--- config.mk ---
export PLATFORM = sky130hd
export DESIGN_NAME = image_scale_nearest_seq_flat
export DESIGN_NICKNAME = d
export VERILOG_FILES = /design/src/rtl/image_proc_pkg.sv /design/src/rtl/image_scale_nearest_seq_if.sv /design/src/rtl/image_scale_nearest_seq_raster_counter.sv /design/src/rtl/image_scale_nearest_seq.sv /design/src/flat_wrapper.sv
export SDC_FILE = /design/constraint.sdc
export NUM_CORES = 1
export LEC_CHECK = 0
export CAP_MARGIN = 20
export CORE_ASPECT_RATIO = 1.2
export CORE_MARGIN = 2
export CORE_UTILIZATION = 51
export CTS_CLUSTER_SIZE = 8
export DETAILED_ROUTE_END_ITERATION = 10
export PLACE_DENSITY = 0.95
export SYNTH_ARGS = -nofsm -noshare
export SYNTH_HDL_FRONTEND = slang
export SYNTH_HIERARCHICAL = 1
export SYNTH_SLANG_ARGS = --single-unit
export TNS_END_PERCENT = 30
--- constraint.sdc ---
create_clock -name clk -period 8.8 [get_ports clk]
set_input_delay 1.76 -clock clk [delete_from_list [all_inputs] [get_ports clk]]
set_output_delay 1.76 -clock clk [all_outputs]
set_load 0.1 [all_outputs]
--- src/rtl/image_proc_pkg.sv ---
// image_proc_pkg: shared types and helpers for the image scaling path.
package image_proc_pkg;
  localparam int COORD_W = 16;
  typedef enum logic [1:0] {IDLE, RUN, DONE} state_t;
  function automatic int shift_of(input int s);
    return $clog2(s);
  endfunction
endpackage

--- src/rtl/image_scale_nearest_seq_if.sv ---
// image_scale_nearest_seq_if: beat stream from the raster sequencer to the fetch/scale datapath.
interface image_scale_nearest_seq_if;
  import image_proc_pkg::*;
  logic out_valid, out_ready, sof, eol, eof, row_new;
  logic [COORD_W-1:0] dst_x, dst_y, src_x, src_y;
  modport master(output out_valid, dst_x, dst_y, src_x, src_y, sof, eol, eof, row_new,
                 input out_ready);
  modport slave(input out_valid, dst_x, dst_y, src_x, src_y, sof, eol, eof, row_new,
                output out_ready);
endinterface

--- src/rtl/image_scale_nearest_seq_raster_counter.sv ---
// raster_counter: x/y raster counter with clear, enable, wrap and last-position flags.
module raster_counter
  import image_proc_pkg::*;
#(
  parameter int W = 8,
  parameter int H = 8
) (
  input  logic               clk,
  input  logic               rst,
  input  logic               clr,
  input  logic               en,
  output logic [COORD_W-1:0] x,
  output logic [COORD_W-1:0] y,
  output logic [COORD_W-1:0] nx,
  output logic [COORD_W-1:0] ny,
  output logic               x_last,
  output logic               y_last
);
  always_comb begin
    x_last = x == COORD_W'(W - 1);
    y_last = y == COORD_W'(H - 1);
    nx = clr ? '0 : en ? (x_last ? '0 : x + 1'b1) : x;
    ny = clr ? '0 : (en && x_last) ? (y_last ? '0 : y + 1'b1) : y;
  end
  always_ff @(posedge clk or negedge rst)
    if (!rst) {x, y} <= '0;
    else {x, y} <= {nx, ny};
endmodule

--- src/rtl/image_scale_nearest_seq.sv ---
// image_scale_nearest_seq: raster sequencer walking the upscaled output frame and
// emitting destination/source coordinates with framing flags under valid/ready.
module image_scale_nearest_seq
  import image_proc_pkg::*;
#(
  parameter int IMG_WIDTH    = 640,
  parameter int IMG_HEIGHT   = 480,
  parameter int SCALE_FACTOR = 2
) (
  input  logic                        clk,
  input  logic                        rst,
  input  logic                        start,
  input  logic                        abort,
  image_scale_nearest_seq_if.master   bus,
  output logic                        busy,
  output logic                        done
);
  localparam int OUT_W = IMG_WIDTH * SCALE_FACTOR;
  localparam int OUT_H = IMG_HEIGHT * SCALE_FACTOR;
  localparam int SHIFT = shift_of(SCALE_FACTOR);
  localparam logic [COORD_W-1:0] ROW_MASK = COORD_W'(SCALE_FACTOR - 1);
  if (SCALE_FACTOR < 1 || SCALE_FACTOR > 16 || (SCALE_FACTOR & (SCALE_FACTOR - 1)) != 0) begin : g_bad_scale
    $error("SCALE_FACTOR must be a power of two in 1..16");
  end
  if (OUT_W < 1 || OUT_H < 1 || OUT_W > 65535 || OUT_H > 65535) begin : g_bad_size
    $error("output frame dimensions must be 1..65535");
  end
  state_t state, state_d;
  logic [COORD_W-1:0] nx, ny;
  logic x_last, y_last, run_d;
  always_comb begin
    state_d = abort ? IDLE :
              state == IDLE ? (start ? RUN : IDLE) :
              state == RUN  ? ((bus.out_ready && x_last && y_last) ? DONE : RUN) : IDLE;
    run_d = state_d == RUN;
  end
  // counters clear whenever the next state leaves RUN, so IDLE/DONE always sit at (0,0)
  raster_counter #(.W(OUT_W), .H(OUT_H)) u_cnt (
    .clk(clk), .rst(rst), .clr(!run_d), .en(state == RUN && bus.out_ready),
    .x(bus.dst_x), .y(bus.dst_y), .nx(nx), .ny(ny), .x_last(x_last), .y_last(y_last)
  );
  always_ff @(posedge clk or negedge rst)
    if (!rst) begin
      state <= IDLE;
      {bus.sof, bus.eol, bus.eof, bus.row_new} <= '0;
    end else begin
      state <= state_d;
      {bus.sof, bus.eol, bus.eof, bus.row_new} <= run_d ?
        {nx == '0 && ny == '0, nx == COORD_W'(OUT_W - 1),
         nx == COORD_W'(OUT_W - 1) && ny == COORD_W'(OUT_H - 1),
         nx == '0 && (ny & ROW_MASK) == '0} : 4'b0;
    end
  assign bus.out_valid = state == RUN;
  assign busy = state != IDLE;
  assign done = state == DONE;
  assign bus.src_x = bus.dst_x >> SHIFT;
  assign bus.src_y = bus.dst_y >> SHIFT;
endmodule

--- src/flat_wrapper.sv ---
// flat-port wrapper written by rule: the top's interface ports become plain ports
module image_scale_nearest_seq_flat import image_proc_pkg::*;
#(
  parameter int IMG_WIDTH    = 640,
  parameter int IMG_HEIGHT   = 480,
  parameter int SCALE_FACTOR = 2
)
  (clk, rst, start, abort, busy, done, bus_out_valid, bus_dst_x, bus_dst_y, bus_src_x, bus_src_y, bus_sof, bus_eol, bus_eof, bus_row_new, bus_out_ready);
  image_scale_nearest_seq_if bus_i ();
  input  logic clk;
  input  logic rst;
  input  logic start;
  input  logic abort;
  output logic busy;
  output logic done;
  output wire logic [$bits(bus_i.out_valid)-1:0] bus_out_valid;
  output wire logic [$bits(bus_i.dst_x)-1:0] bus_dst_x;
  output wire logic [$bits(bus_i.dst_y)-1:0] bus_dst_y;
  output wire logic [$bits(bus_i.src_x)-1:0] bus_src_x;
  output wire logic [$bits(bus_i.src_y)-1:0] bus_src_y;
  output wire logic [$bits(bus_i.sof)-1:0] bus_sof;
  output wire logic [$bits(bus_i.eol)-1:0] bus_eol;
  output wire logic [$bits(bus_i.eof)-1:0] bus_eof;
  output wire logic [$bits(bus_i.row_new)-1:0] bus_row_new;
  input wire logic [$bits(bus_i.out_ready)-1:0] bus_out_ready;
  assign bus_out_valid = bus_i.out_valid;
  assign bus_dst_x = bus_i.dst_x;
  assign bus_dst_y = bus_i.dst_y;
  assign bus_src_x = bus_i.src_x;
  assign bus_src_y = bus_i.src_y;
  assign bus_sof = bus_i.sof;
  assign bus_eol = bus_i.eol;
  assign bus_eof = bus_i.eof;
  assign bus_row_new = bus_i.row_new;
  assign bus_i.out_ready = bus_out_ready;
  image_scale_nearest_seq #(.IMG_WIDTH(IMG_WIDTH), .IMG_HEIGHT(IMG_HEIGHT), .SCALE_FACTOR(SCALE_FACTOR)) u_core (.clk(clk), .rst(rst), .start(start), .abort(abort), .bus(bus_i), .busy(busy), .done(done));
endmodule
Word-level counts from Yosys, hierarchy flattened
Cells that the tools add are included.
- register bits after elaboration: 38
- latch bits: 0
- RAM bits: 0
- memory bits (read-only): 0
- bits of input ports: 5
- output and inout port bits: 71
- word-level logic and storage cells: 40
- memories: 0
- add/subtract/negate cells: 2
- multipliers: 0
- divide/modulo/power cells: 0
- $lt $le $gt $ge: 0
- equal/unequal tests: 7
- shifts and indexed selects: 0
- muxes and demuxes: 12
- bitwise operators: 0
- reductions and logical operators: 12
- operators by type and width (kind ; number):
    16-bit 2-to-1 mux ; 6
    16-bit zero test ; 3
    16-bit by 1-bit adder with 16-bit output, second input constant ; 2
    16-bit by 10-bit equality test with 1-bit output, second input constant ; 2
    16-bit by 11-bit equality test with 1-bit output, second input constant ; 2
    2-bit 2-to-1 mux ; 4
    1-bit logical AND ; 7
    2-bit by 1-bit equality test with 1-bit output, second input constant ; 2
    4-bit 2-to-1 mux ; 1
    2-bit equality test, second input constant ; 1
    2-bit zero test ; 1
    2-bit nonzero test ; 1
    1-bit 2-to-1 mux ; 1

Depth between registers and ports, before layout
Gate-level depths: netlist of run 1.
- depth in word-level cells: 12
- gate-level depth with buffers: 14

Cells and area by module
The synthesis of run 1 kept the hierarchy.
- modules (own cells, without submodules) (module ; instances ; cells each ; area an instance (um^2)):
    raster_counter ; 1 ; 204 ; 1903.1
    image_scale_nearest_seq ; 1 ; 74 ; 604.3

Worst setup path before layout of run 1
OpenSTA, ideal clock, no wires.
- kind: input to register
- from: input port bus_out_ready
- to: register u_core.bus.eof
- setup time: 0.101 ns
- data arrival time: 3.834 ns
- setup slack: 4.865 ns
- stages on the path: 11
- buffers on the path: 3
- cells stage by stage: and2_1 > clkdlybuf4s25_2 > and4_1 > buf_2 > nand4_1 > buf_2 > a21oi_1 > o32ai_1 > nand2_1 > or3_1 > nor4_1
- word-level cells in the longest chain between the ends: 11
- elaborated cells on any way between the ends: 17
- classes of those cells: 3 x eq/ne; 9 x mux; 5 x reduce/logical
- ends and longest elaborated chain (element ; line ; text):
    start, declared ; flat_wrapper.sv:25 ; input wire logic [$bits(bus_i.out_ready)-1:0] bus_out_ready;
    1-bit logical AND (2 in series) ; image_scale_nearest_seq.sv:34 ; state == RUN ? ((bus.out_ready && x_last && y_last) ? DONE : RUN) : IDLE;
    2-bit 2-to-1 mux (2 in series) ; image_scale_nearest_seq.sv:34 ;
    2-bit 2-to-1 mux ; image_scale_nearest_seq.sv:33 ; state == IDLE ? (start ? RUN : IDLE) :
    2-bit 2-to-1 mux ; image_scale_nearest_seq.sv:32 ; state_d = abort ? IDLE :
    2-bit by 1-bit equality test with 1-bit output ; image_scale_nearest_seq.sv:35 ; run_d = state_d == RUN;
    16-bit 2-to-1 mux (*) ; image_scale_nearest_seq_raster_counter.sv:23 ; ny = clr ? '0 : (en && x_last) ? (y_last ? '0 : y + 1'b1) : y;
    named net u_core.ny[8] ; image_scale_nearest_seq.sv:29 ; logic [COORD_W-1:0] nx, ny;
    16-bit by 10-bit equality test with 1-bit output (*) ; image_scale_nearest_seq.sv:50 ; nx == COORD_W'(OUT_W - 1) && ny == COORD_W'(OUT_H - 1),
    1-bit logical AND (*) ; image_scale_nearest_seq.sv:50 ;
    4-bit 2-to-1 mux (*) ; image_scale_nearest_seq.sv:48 ; {bus.sof, bus.eol, bus.eof, bus.row_new} <= run_d ?
    end signal, assigned ; image_scale_nearest_seq.sv:48 ;
    end, declared ; image_scale_nearest_seq_if.sv:6 ; modport master(output out_valid, dst_x, dst_y, src_x, src_y, sof, eol, eof, row_new,
Mark *: on every way through the listed nets, which the timed path passes. The rest lies on a longest branch.

Worst setup path in the final report of run 1
- from: input port bus_out_ready
- to: register u_core.bus.eof
- word-level cells in the longest chain between the ends: 11
- elaborated cells on any way between the ends: 17
- classes of those cells: 3 x eq/ne; 9 x mux; 5 x reduce/logical
- ends and longest elaborated chain (element ; line ; text):
    1-bit logical AND (2 in series) ; image_scale_nearest_seq.sv:34 ;
    2-bit 2-to-1 mux (2 in series) ; image_scale_nearest_seq.sv:34 ;
    2-bit 2-to-1 mux ; image_scale_nearest_seq.sv:33 ;
    2-bit 2-to-1 mux ; image_scale_nearest_seq.sv:32 ;
    2-bit by 1-bit equality test with 1-bit output ; image_scale_nearest_seq.sv:35 ;
    16-bit 2-to-1 mux (*) ; image_scale_nearest_seq_raster_counter.sv:22 ; nx = clr ? '0 : en ? (x_last ? '0 : x + 1'b1) : x;
    named net u_core.nx[13] ; image_scale_nearest_seq.sv:29 ;
    16-bit by 11-bit equality test with 1-bit output (*) ; image_scale_nearest_seq.sv:50 ;
    1-bit logical AND (*) ; image_scale_nearest_seq.sv:50 ;
    4-bit 2-to-1 mux (*) ; image_scale_nearest_seq.sv:48 ;
Marks and branches as above.

==> results of run 1 <==
[synth_stat cells, types with 3 or more instances]
cell type / count / share of area, %
dfrtp_1: 38 / 38
buf_4: 32 / 9.6
nand2_1: 21 / 3.1
a21oi_1: 16 / 3.2
nor2_1: 16 / 2.4
nand3_1: 15 / 3.0
nor4_1: 14 / 3.5
or3_1: 12 / 3.0
inv_1: 11 / 1.6
nand4_1: 11 / 2.7
nor3_1: 11 / 2.2
xnor2_1: 9 / 3.1
o21ai_0: 7 / 1.4
and3_1: 4 / 1.0
and4_1: 4 / 1.4
a41oi_1: 3 / 1.0
buf_2: 3 / 0.60
nand4_2: 3 / 1.5
or2_2: 3 / 0.75
xor2_1: 3 / 1.0
[per-layer routing]
metal | vias to the layer above | share of wire [%] | GRT usage [%] | routed length (um)
met5 | - | 0 | 0 | 0
met4 | 0 | 2.5 | 10.0 | 157
met3 | 14 | 7.5 | 3.88 | 480
met2 | 139 | 49 | 40.6 | 3150
met1 | 1109 | 41 | 31.5 | 2590
li1 | 1084 | - | - | -
[state kept, by name (all words and copies together) (netlist names)]
register and count:
u_core/u_cnt/x 16, u_core/u_cnt/y 16, u_core/state 2, u_core/bus.eof 1, u_core/bus.eol 1, u_core/bus.row_new 1, u_core/bus.sof 1
[layout make-up]
cell class | instances | area, um^2 | area share [%]
clock buffers | 6 | 72.6 | 2.34
well taps | 58 | 72.6 | 2.34
multi-input cells | 189 | 1220 | 39.1
inverters | 11 | 41.3 | 1.33
repair buffers | 75 | 746 | 24.0
flip-flops and latches | 38 | 951 | 30.6
clock inverters | 1 | 7.51 | 0.242
[critical path, cell delays in order]
cell,delay [ns]
clkdlybuf4s50_1,0.48
and2_1,0.31
and4_1,0.33
nand4_1,0.52
nand2b_1,0.59
a21oi_1,0.11
nor4_1,0.40
nand4_1,0.21
nor4_1,0.30
[path summary, 6_finish.rpt]
check | endpoint | slack [ns] | depth (start not counted)
setup / recovery | u_core/bus.eof | 3.98 | 9
hold / removal | u_core/u_cnt/y[14] | 0.65 | 2
setup reg to reg | u_core/bus.eof | 4.93 | 11
hold reg to reg | u_core/u_cnt/y[14] | 0.65 | 2
max in group asynchronous | u_core/u_cnt/y[10] | 6.58 | 2
min in group asynchronous | u_core/u_cnt/x[14] | 1.89 | 2
[logic make-up (layout without fill, tap and decap cells)]
family,Yosys count,in the layout,share of synthesized area [%]
AOI/OAI and AO/OA,38,38,10.5
xor gates and xnor gates,12,12,4.19
adders and majority gates,2,2,0.998
buffers and inverters,52,93,13.7
DFF,38,38,37.9
muxes,1,1,0.399
other,1,2,0.150
and+or+nand+nor,134,134,32.1
[power groups by stage]
stage                     clock [mW]  combinational, mW  sequential [mW]
after floorplan                    0             0.0252            0.192
after global placement             0             0.0465            0.181
after detailed placement           0             0.0469            0.181
after CTS                      0.116             0.0469            0.178
after global routing           0.125             0.0495            0.178
final                          0.116             0.0469            0.178
==> results.md, run 1 <==
- Mapped Cells: 278
- DP Cell Count: 371
- Io pins: 76
- Drt wl/cell: 16.9 um
- Num rows: 27
- WP data required: 9.00 ns
- Max Freq: 0.208 GHz
- Max Clock Skew: 0.00808 ns
- Worst-path fanout max: 17
- Worst setup EP type: flop
- Vias per inst: 6.21
- Reg clk slew, reported paths: 0.07 ns
- DRC: 0
- Register bit total from synthesis: 38
- Fin area: 3110 um^2
- Most common cell after layout, fill and taps aside: clkdlybuf4s50_1
- Vias in the first global route: 2,121
- Setup TNS Final: 0 ns
- Gr ovfl total: 0
- Slew @ Worst Pin: 0.982 ns
- Layout cells sized above 1: 8.13%
- First drt pass iteration count: 5
- Mapped cell area: 2510 um^2
- Crit share post-route: 54.7%
- Smallest hold slack: 0.647 ns
- CTS Buf Count: 5
- R2r startpoint: u_core/u_cnt/y[5]
- WS Path Type: input pin to flop
- Dpl ws: 3.74 ns
- Mean Syn Cell Area: 9.02 um^2
- Worst-skew pair later-pin latency: 0.30 ns
- Final min period: 4.82 ns
- Max IR drop VDD: 0.0857 mV
- Number of port buffers: 73
- H-Tree Depth: 2
- Status: complete, no violations
- RSZ-0062 raised after global routing: no
- Unique masters post-synth: 51
- Setup violators final: 0
- Nets: 327
- Number of warnings issued by yosys: 6
- Die Ht: 80.8 um
- Global Route Usage Sum: 24.5%
- GP Congestion: 0.887
- Number of diodes: 0
- Switching Share: 29.2%
- PwrDens: 110 nW/um^2
- Flop pwr share: 52.2%
- Hold-fix buffer count after cts: 0
- Setup crit start kind: input pin
- Clock Sinks: 38
- # resized after CTS: 0
- First-pass GRT wire length: 10.2 mm
- Arr. time, crit path: 5.01 ns
- Iter 0 DRT Violations: 345
- Initial Util: 53.8%
- Hold crit path type: flop to flop
- Post-synthesis sequential area ratio: 37.9%
- Die area: 5500 um^2
- Final hold violations: 0
- Critical Path Start: bus_out_ready
- HPWL reported at the end of detailed placement: 4.51 mm
- FILL cells: 375
- Final worst slack: 3.98 ns
- Clock buffer depth: 2
- Int Pwr: 241 uW
- TritonCTS clock tree: built
- Non-Filler Instances: 378
- Post-DRT Antenna Nets: 0
- Placed cell area: 3030 um^2
- Final total power: 341 uW
- Hold Path Origin: u_core/u_cnt/y[14]
- Post-CTS setup buffers: 0
- Initial antenna violation count: 0
- Clock power frac: 34.0%
- FFs w/ async S/R, synth: 100%
- Relative slew slack: 34.3%
- Via total after detailed routing: 2,346
- Max Transition Viols Final: 0
- Area Overhead vs Synth: 23.9%
- Commonest non-fill, non-tap cells in the layout: clkdlybuf4s50_1 (73), dfrtp_1 (38), nand2_1 (21), nor2_1 (16), a21oi_1 (16)
- Finished Core Util: 66.6%
- Die Width: 68.0 um
- Root Buffer: clkbuf_8
- Largest net degree at the start of global routing: 39
- Top FF cell, synth: dfrtp_1
- Number of max-cap violations: 0
- EDFF count, synth: 0
- Combinational group share of total power: 13.8%
- Core Area: 4660 um^2
- Pleak: 1.13 nW
- Net switching power: 99.6 uW
- Final WL: 6.39 mm
Note: power is estimated with default switching activity, not from simulation.
==> run 2: changes to the inputs <==
--- a/config.mk
+++ b/config.mk
@@ -8,10 +8,10 @@
 export CAP_MARGIN = 20
 export CORE_ASPECT_RATIO = 1.2
 export CORE_MARGIN = 2
-export CORE_UTILIZATION = 51
+export CORE_UTILIZATION = 47
 export CTS_CLUSTER_SIZE = 8
 export DETAILED_ROUTE_END_ITERATION = 10
-export PLACE_DENSITY = 0.95
+export PLACE_DENSITY = 0.9
 export SYNTH_ARGS = -nofsm -noshare
 export SYNTH_HDL_FRONTEND = slang
 export SYNTH_HIERARCHICAL = 1
==> constraint.sdc (replaced) <==
create_clock -name clk -period 5 [get_ports clk]
set_input_delay 1 -clock clk [delete_from_list [all_inputs] [get_ports clk]]
set_output_delay 1 -clock clk [all_outputs]
set_load 0.1 [all_outputs]
==> results.md, run 2 (synthesized netlist as in run 1, its figures left out) <==
- Number of max-cap violations: 0 (unchanged)
- PwrDens: 207 nW/um^2 (was 110 nW/um^2)
- DRC: 0 (unchanged)
- Worst-skew pair later-pin latency: 0.30 ns (about the same)
- Max IR drop VDD: 0.173 mV (was 0.0857 mV)
- Final hold violations: 0 (unchanged)
- Smallest hold slack: 0.667 ns (was 0.647 ns)
- WP data required: 5.19 ns (was 9.00 ns)
- Slew @ Worst Pin: 0.993 ns (was 0.982 ns)
- Final WL: 6.37 mm (was 6.39 mm)
- Fin area: 3150 um^2 (was 3110 um^2)
- Post-DRT Antenna Nets: 0 (unchanged)
- First drt pass iteration count: 6 (was 5)
- HPWL reported at the end of detailed placement: 4.52 mm (was 4.51 mm)
- Iter 0 DRT Violations: 252 (was 345)
- Relative slew slack: 33.6% (was 34.3%)
- Clock Sinks: 38 (unchanged)
- Max Clock Skew: 0.00666 ns (was 0.00808 ns)
- Clock buffer depth: 2 (unchanged)
- Post-CTS setup buffers: 0 (unchanged)
- Die Ht: 84.0 um (was 80.8 um)
- Die area: 5940 um^2 (was 5500 um^2)
- DP Cell Count: 376 (was 371)
- Crit path largest cell delay: 0.56 ns (was 0.59 ns)
- Gr ovfl total: 0 (unchanged)
- Non-Filler Instances: 384 (was 378)
- Num rows: 29 (was 27)
- GP Congestion: 0.910 (was 0.887)
- Nets: 328 (was 327)
- Max Transition Viols Final: 0 (unchanged)
- Hold crit path type: flop to flop (unchanged)
- Pleak: 1.16 nW (was 1.13 nW)
- Crit share post-route: 79.8%
- Die Width: 70.7 um (was 68.0 um)
- Setup TNS Final: 0 ns (unchanged)
- Setup crit start kind: flop (was input pin)
- Layout cells sized above 1: 9.01% (was 8.13%)
- WS Path Type: flop to flop (was input pin to flop)
- Commonest non-fill, non-tap cells in the layout: clkdlybuf4s50_1 (73), dfrtp_1 (38), nand2_1 (21), nor2_1 (16), a21oi_1 (16) (unchanged)
- Hold Path Origin: u_core/u_cnt/x[11] (was u_core/u_cnt/y[14])
- Final min period: 3.99 ns
- Number of port buffers: 73 (unchanged)
- Root Buffer: clkbuf_8 (unchanged)
- TritonCTS clock tree: built (unchanged)
- Hold Path Stages: 2 (unchanged)
- Hold-fix buffer count after cts: 0 (unchanged)
- Worst setup EP type: flop (unchanged)
- Reg clk slew, reported paths: 0.08 ns (was 0.07 ns)
- Setup violators final: 0 (unchanged)
- Largest net degree at the start of global routing: 39 (unchanged)
- RSZ-0062 raised after global routing: no (unchanged)
- Placed cell area: 3040 um^2 (was 3030 um^2)
- CTS Buf Count: 5 (unchanged)
- Finished Core Util: 60.2% (was 66.6%)
- R2R cell count: 11 (unchanged)
- Drt wl/cell: 16.6 um (was 16.9 um)
- Final total power: 653 uW (was 341 uW)
- Status: complete, no violations (unchanged)
- Most common cell after layout, fill and taps aside: clkdlybuf4s50_1 (unchanged)
- Slowest cell on crit path: nor4b_1 (was nand2b_1)
- Worst-path fanout max: 30 (was 17)
- Initial Util: 48.0% (was 53.8%)
- Vias per inst: 6.12 (was 6.21)
- Crit path cell chain: nor4b_1 > nand4_2 > inv_1 > nand3_1 > a31oi_2 > buf_4 > nand2b_1 > nor2_1 > nor4_1 > nand4_1 > nor4_1 (was clkdlybuf4s50_1 > and2_1 > and4_1 > nand4_1 > nand2b_1 > a21oi_1 > nor4_1 > nand4_1 > nor4_1)
- First-pass GRT wire length: 10.6 mm (was 10.2 mm)
- Critical path's most frequent cell: nor4_1
- # resized after CTS: 0 (unchanged)
- R2r startpoint: u_core/u_cnt/y[5] (unchanged)
- H-Tree Depth: 2 (unchanged)
- Critical Path Start: u_core/u_cnt/y[5] (was bus_out_ready)
- Core Area: 5230 um^2 (was 4660 um^2)
- Io pins: 76 (unchanged)
- Max Freq: 0.251 GHz
- Final worst slack: 1.01 ns (was 3.98 ns)
- Global Route Usage Sum: 22.2% (was 24.5%)
- Area Overhead vs Synth: 25.5% (was 23.9%)
- Number of diodes: 0 (unchanged)
- Via total after detailed routing: 2,349 (was 2,346)
- Initial antenna violation count: 0 (unchanged)
- Vias in the first global route: 2,263 (was 2,121)
- Arr. time, crit path: 4.18 ns (was 5.01 ns)
- Dpl ws: 0.925 ns (was 3.74 ns)
==> run 2: cell types whose count changed in the layout (fill, tap and decap cells not counted), sizes merged <==
| cell | change |
|---|---|
| clkinvlp | -1 |
| bufinv | +1 |
| clkbuf | -1 |
| buf | +1 |
| clkinv | +2 |
==> run 2: final timing paths <==
| check | slack [ns] | to |
|---|---|---|
| min in group asynchronous | 1.12 | u_core/u_cnt/x[11] |
| hold reg to reg | 0.67 | u_core/u_cnt/x[11] |
| max in group asynchronous | 3.54 | u_core/u_cnt/x[10] |
| hold / removal | 0.67 | u_core/u_cnt/x[11] |
| setup / recovery | 1.01 | u_core/bus.sof |
| setup reg to reg | 1.01 | u_core/bus.sof |
==> run 2: critical path: cells and delay by family, from the launching register on <==
kind	cells	cell delay, ns
and+or+nand+nor	8	2.57
DFF	1	0.54
AOI/OAI and AO/OA	1	0.18
buffers and inverters	2	0.58
==> run 2: layout make-up <==
cell class              instances  area [um^2]
clock inverters                 3         40.0
well taps                      62         77.6
inverters                      11         41.3
repair buffers                 76          753
multi-input cells             189         1220
flip-flops and latches         38          951
fillers                       452         2080
clock buffers                   5         68.8
==> run 2: metal layers <==
| metal | share of wire (%) | global-route usage [%] |
|---|---|---|
| met5 | 0 | 0 |
| met4 | 1.5 | 9.26 |
| met3 | 7.0 | 4.35 |
| met2 | 51 | 36.9 |
| met1 | 40 | 28.2 |
==> run 2: where the power goes <==
group | internal, mW | switching [mW] | leakage [nW] | total, mW
sequential | 0.311 | 0.00247 | 0.527 | 0.313
clock | 0.147 | 0.111 | 0.0579 | 0.257
combinational | 0.0182 | 0.0645 | 0.572 | 0.0828
total | 0.476 | 0.178 | 1.16 | 0.653
